[src/rtl/ro_puf_reader.sv]
// Ring-oscillator PUF reader: enables a pair of ring oscillators, lets them
// settle, counts rising edges of each over a programmable window of clk
// cycles and reports one response bit from comparing the two counts.
//
// Ports:
//   clk, rst_n        system clock, asynchronous active-low reset
//   start             request a measurement (sampled only when idle)
//   window            window length in clk cycles, captured on start
//   osc_a, osc_b      ring oscillator outputs, asynchronous to clk
//   en_a, en_b        ring oscillator enables
//   busy              high from start acceptance through the done cycle
//   done              one-cycle pulse, results valid
//   count_a, count_b  edges counted in the window (saturating)
//   response          count_a > count_b
//   tie               count_a == count_b
//   saturated         a counter reached all-ones during the window
module ro_puf_reader #(
  parameter int unsigned CNT_W  = 16,
  parameter int unsigned WIN_W  = 16,
  parameter int unsigned SETTLE = 8
) (
  input  logic             clk,
  input  logic             rst_n,
  input  logic             start,
  input  logic [WIN_W-1:0] window,
  input  logic             osc_a,
  input  logic             osc_b,
  output logic             en_a,
  output logic             en_b,
  output logic             busy,
  output logic             done,
  output logic [CNT_W-1:0] count_a,
  output logic [CNT_W-1:0] count_b,
  output logic             response,
  output logic             tie,
  output logic             saturated
);

  localparam int unsigned SET_W = (SETTLE > 1) ? $clog2(SETTLE) : 1;
  localparam int unsigned TMR_W = (WIN_W > SET_W) ? WIN_W : SET_W;
  localparam logic [CNT_W-1:0] CNT_MAX = '1;

  typedef enum logic [1:0] {S_IDLE, S_SETTLE, S_COUNT, S_DONE} state_t;

  state_t           state, state_nxt;
  logic [2:0]       sync_a, sync_b;  // [1:0] synchronizer, [2] history
  logic             edge_a, edge_b;
  logic [WIN_W-1:0] win_q;
  logic [TMR_W-1:0] tmr;
  logic             tmr_zero;
  logic [CNT_W-1:0] cnt_a, cnt_b, cnt_a_nxt, cnt_b_nxt;

  // Free-running synchronizers and history flops for both rings
  always_ff @(posedge clk or negedge rst_n) begin
    if (!rst_n) begin
      sync_a <= '0;
      sync_b <= '0;
    end else begin
      sync_a <= {sync_a[1:0], osc_a};
      sync_b <= {sync_b[1:0], osc_b};
    end
  end

  assign edge_a   = sync_a[1] & ~sync_a[2];
  assign edge_b   = sync_b[1] & ~sync_b[2];
  assign tmr_zero = (tmr == '0);

  // Saturating edge counters, advancing only inside the window
  always_comb begin
    cnt_a_nxt = cnt_a;
    cnt_b_nxt = cnt_b;
    if (state == S_COUNT) begin
      if (edge_a && (cnt_a != CNT_MAX)) cnt_a_nxt = cnt_a + CNT_W'(1);
      if (edge_b && (cnt_b != CNT_MAX)) cnt_b_nxt = cnt_b + CNT_W'(1);
    end
  end

  // Next-state logic
  always_comb begin
    state_nxt = state;
    unique case (state)
      S_IDLE:   if (start) state_nxt = S_SETTLE;
      S_SETTLE: if (tmr_zero) state_nxt = (win_q != '0) ? S_COUNT : S_DONE;
      S_COUNT:  if (tmr_zero) state_nxt = S_DONE;
      S_DONE:   state_nxt = S_IDLE;
      default:  state_nxt = S_IDLE;
    endcase
  end

  // State register and control outputs, registered from the next state
  always_ff @(posedge clk or negedge rst_n) begin
    if (!rst_n) begin
      state <= S_IDLE;
      en_a  <= 1'b0;
      en_b  <= 1'b0;
      busy  <= 1'b0;
      done  <= 1'b0;
    end else begin
      state <= state_nxt;
      en_a  <= (state_nxt == S_SETTLE) || (state_nxt == S_COUNT);
      en_b  <= (state_nxt == S_SETTLE) || (state_nxt == S_COUNT);
      busy  <= (state_nxt != S_IDLE);
      done  <= (state_nxt == S_DONE);
    end
  end

  // Window capture, phase timer, counters and result registers
  always_ff @(posedge clk or negedge rst_n) begin
    if (!rst_n) begin
      win_q     <= '0;
      tmr       <= '0;
      cnt_a     <= '0;
      cnt_b     <= '0;
      count_a   <= '0;
      count_b   <= '0;
      response  <= 1'b0;
      tie       <= 1'b0;
      saturated <= 1'b0;
    end else begin
      cnt_a <= cnt_a_nxt;
      cnt_b <= cnt_b_nxt;
      unique case (state)
        S_IDLE: begin
          if (start) begin
            win_q     <= window;
            tmr       <= TMR_W'(SETTLE - 1);
            cnt_a     <= '0;
            cnt_b     <= '0;
            count_a   <= '0;
            count_b   <= '0;
            response  <= 1'b0;
            tie       <= 1'b0;
            saturated <= 1'b0;
          end
        end
        S_SETTLE: begin
          // Timer reloads with the window length as the settle phase ends
          tmr <= tmr_zero ? (TMR_W'(win_q) - TMR_W'(1)) : (tmr - TMR_W'(1));
        end
        S_COUNT: begin
          tmr <= tmr - TMR_W'(1);
          if ((cnt_a_nxt == CNT_MAX) || (cnt_b_nxt == CNT_MAX)) saturated <= 1'b1;
        end
        default: ;
      endcase
      // Results are latched on the edge that enters DONE
      if (state_nxt == S_DONE) begin
        count_a  <= cnt_a_nxt;
        count_b  <= cnt_b_nxt;
        response <= (cnt_a_nxt > cnt_b_nxt);
        tie      <= (cnt_a_nxt == cnt_b_nxt);
      end
    end
  end

endmodule

[config.mk]
export PLATFORM = sky130hd
export DESIGN_NAME = ro_puf_reader
export DESIGN_NICKNAME = d
export VERILOG_FILES = /design/src/rtl/ro_puf_reader.sv
export SDC_FILE = /design/constraint.sdc
export NUM_CORES = 1
export LEC_CHECK = 0
export ABC_AREA = 1
export BUFFER_PORTS_ARGS = -buffer_cell sky130_fd_sc_hd__buf_2
export CAP_MARGIN = 20
export CORE_UTILIZATION = 40
export DETAILED_ROUTE_END_ITERATION = 7
export SLEW_MARGIN = 10
export SYNTH_ARGS = -nofsm -noshare
export SYNTH_HDL_FRONTEND = slang
export SYNTH_SLANG_ARGS = --single-unit
[constraint.sdc]
create_clock -name clk -period 3.5 [get_ports clk]
set_input_delay 0.175 -clock clk [delete_from_list [all_inputs] [get_ports clk]]
set_output_delay 0.175 -clock clk [all_outputs]
set_load 0.02 [all_outputs]
==> flow_summary.toml <==
[setup_path]
cp-start-kind = "flop"
setup.worst_path.end_class = "flop"
crit_type = "reg -> reg"
cp_max_fo = 10
critPathRequiredTime_ns = 3.75
cp_data_arrival_time_ns = 3.30

[logic_synthesis]
synth-seq-area-share = 0.4346
synth_top_family_by_area = "simple AND/OR/NAND/NOR gates"
ys_ff_latch = 110
ys_types = 45
syn_area_um2 = 6334
netlist_instances = 831
synth_compound_area_frac = 0.1035
post-synth-top-count-cell = "nand2_1"
synth.area.top_cells = "dfrtp_1 (43%), nand2_1 (11%), inv_1 (7.3%)"
yosys_warnings = 0
synthArstFlopShare = 1.000
synth_commonest_cells = "nand2_1 (191), inv_1 (124), dfrtp_1 (110)"
synthAdderAreaFrac = 0.04939
syn_area_per_cell_um2 = 7.622
post-synth-top-area-cell = "dfrtp_1"
synth.area.mux_share = 0
yosys.area_share.simple = 0.2849
synth-main-ff-cell = "dfrtp_1"
synth-edff-count = 0
netlist.area_leader.share = 0.4346
synth_xor_area_frac = 0.03299
synthesis.nets = 877

[die]
core_area_um2 = 15310
die-area_um2 = 16340
die_w_um = 127.8
die_h_um = 127.8
io_pins = 60
rows = 45
initial_utilization = 0.4136

[power]
powerDensity_nw_per_um2 = 627.6
internal-power_mw = 2.617
netSwitchingPower_mw = 1.927
pwr-share-comb = 0.416
p_seq_frac = 0.366
pwr-share-clk = 0.218
p_sw_frac = 0.4240
ir_drop_uv = 304.9
p_leak_nw = 3.650

[cts]
htree_num_levels = 3
clkSinkCount = 110
cts_hold_buf = 3
cts_made_buffers = 9
cts_tree = "done"
post-cts-setup-buffers = 0
clk_path_buf_depth = 2
cts-resized-gates = 0
clockRootBuffer = "clkbuf_16"
clk_pin_slew_worst_paths_ns = 0.07
insertion_delay_ns = 0.36

[drt]
wire_per_inst_um = 13.91
drtIter0Drc = 342
dr.pass1.iters = 6
drt.antenna.violating_nets = 0
via_count = 5431
routed_via_density = 4.880
wl_um = 15490
drc_errors = 0

[sta]
finalCritPeriodShare = 0.8711
holdWs_ns = 0.01624
min_period_ns = 3.049
rsz0062_at_grt = "no"
finalMaxSlewViolations = 0
tightest_slew_ns = 0.9460
fmax_ghz = 0.3280
hold_viol = 0
tns_ns = 0
max-slew-margin-rel = 0.3693
clock_skew_ns = 0.01616
setup_viol = 0

[global_route]
antenna_found_initial = 0
grt_pass1_wl_um = 26070
grt_overflow = 0
grt.total_usage = 0.2034
grt_pass1_vias = 5110
grt_max_degree = 71

[finish]
final_layout_size_suffix_gt1_frac = 0.1497
areaGrowthSynthToFinish_pct = 14.32
seq_area_um2 = 2753
fin_nets = 944
fillers = 1598
num_antenna_cells = 0
multiInputGateArea_um2 = 2984

[placed_design]
detailed_place_hpwl_um = 11450
place.gp.congestion = 0.8639
portBuffers = 59

[min_path]
hold_class = "in -> reg"

[job]
drv_cap = 0

[outcome]
status = "finished, final reports clean"
worst max-delay path, stage by stage (launching register included):
cell and delay [ns]:
dfrtp_1 0.38, inv_1 0.11, ha_1 0.23, buf_4 0.16
inv_6 0.05, nor2_8 0.17, nand4_1 0.17, nor2_1 0.19
nand3_1 0.09, nand2_1 0.12, inv_1 0.07, ha_1 0.29
nand4_1 0.10, nor3_1 0.28, nand4_1 0.16, nor2_1 0.15
a31oi_1 0.10, nand2_1 0.07, nand2_1 0.04
stage by stage:
step                instance area, µm²  utilization  total power, mW  setup slack (ns)  instances
global placement                  6930       0.4525            3.561            0.5445       1095
floorplan                         6334            -            3.008            0.8312        831
global route                      7241       0.4728            4.926           0.07260       1113
CTS                               7241       0.4728            4.589            0.4581       1113
detailed placement                6930       0.4525            3.574            0.4888       1095
finish                            7241       0.4728            4.544            0.4510       1113
routing by layer:
metal / up-vias / wire length, µm / GRT usage
met1: 2535 / 8043 / 0.2957
met5: - / 0 / 0
li1: 2787 / - / -
met4: 0 / 275 / 0.06990
met2: 92 / 6767 / 0.3136
met3: 17 / 399 / 0.02379
cell type report:
type	count	share of cell area
Multi-Input combinational cell	570	0.4121
Inverter	133	0.06964
Timing Repair Buffer	74	0.06290
Tap cell	211	0.03646
Clock inverter	5	0.005702
Clock buffer	10	0.03301
Sequential cell	110	0.3802
power groups by stage:
stage	combinational [mW]	sequential, mW	clock, mW
after global placement	1.88	1.68	0
after detailed placement	1.89	1.68	0
after global routing	2.15	1.69	1.08
final	1.89	1.66	0.992
after floorplan	1.33	1.68	0
after CTS	1.90	1.66	1.03
sequential cells by signal, summed over array words and instances, names as in the netlist, 2 cells and up:
| name | count |
|---|---|
| sync_b | 3 |
| sync_a | 3 |
| win_q | 16 |
| tmr | 16 |
| count_b | 16 |
| cnt_b | 16 |
| count_a | 16 |
| state | 2 |
| cnt_a | 16 |
cells in the final DEF (no fill, tap or decap), drive strengths merged, types with 2 or more instances in the layout:
cell type    count
xor2            21
nor3             9
or2              3
buf             71
xnor2            2
clkinvlp         2
nand3           52
clkinv           2
nand2          202
dfrtp          110
a22oi            4
o221ai           3
nor2           112
o22ai            8
o21ai           74
inv            134
nor4             2
ha              25
nand4           22
clkbuf          10
a21oi           22
dlygate4sd3      3
worst paths after layout:
| check | startpoint | slack, ns | to | cells past startpoint |
|---|---|---|---|---|
| max | state[0]$_DFF_PN0_ | 0.45 | response$_DFFE_PN0P_ | 18 |
| min | window[8] | 0.02 | win_q[8]$_DFFE_PN0P_ | 3 |
| max reg2reg | state[0]$_DFF_PN0_ | 0.45 | response$_DFFE_PN0P_ | 18 |
| min reg2reg | sync_a[0]$_DFF_PN0_ | 0.35 | sync_a[1]$_DFF_PN0_ | 0 |
| max in group asynchronous | rst_n | 2.23 | cnt_b[5]$_DFF_PN0_ | 3 |
| min in group asynchronous | rst_n | 0.48 | sync_a[2]$_DFF_PN0_ | 2 |
logic make-up (layout without fill, tap and decap cells):
family | Yosys count | count (layout)
and+or+nand+nor | 403 | 403
buffers and inverters | 151 | 222
AOI/OAI and AO/OA | 119 | 119
DFF | 110 | 110
adders and majority gates | 25 | 25
xor gates and xnor gates | 23 | 23
Power figures use the tool's default switching activity.
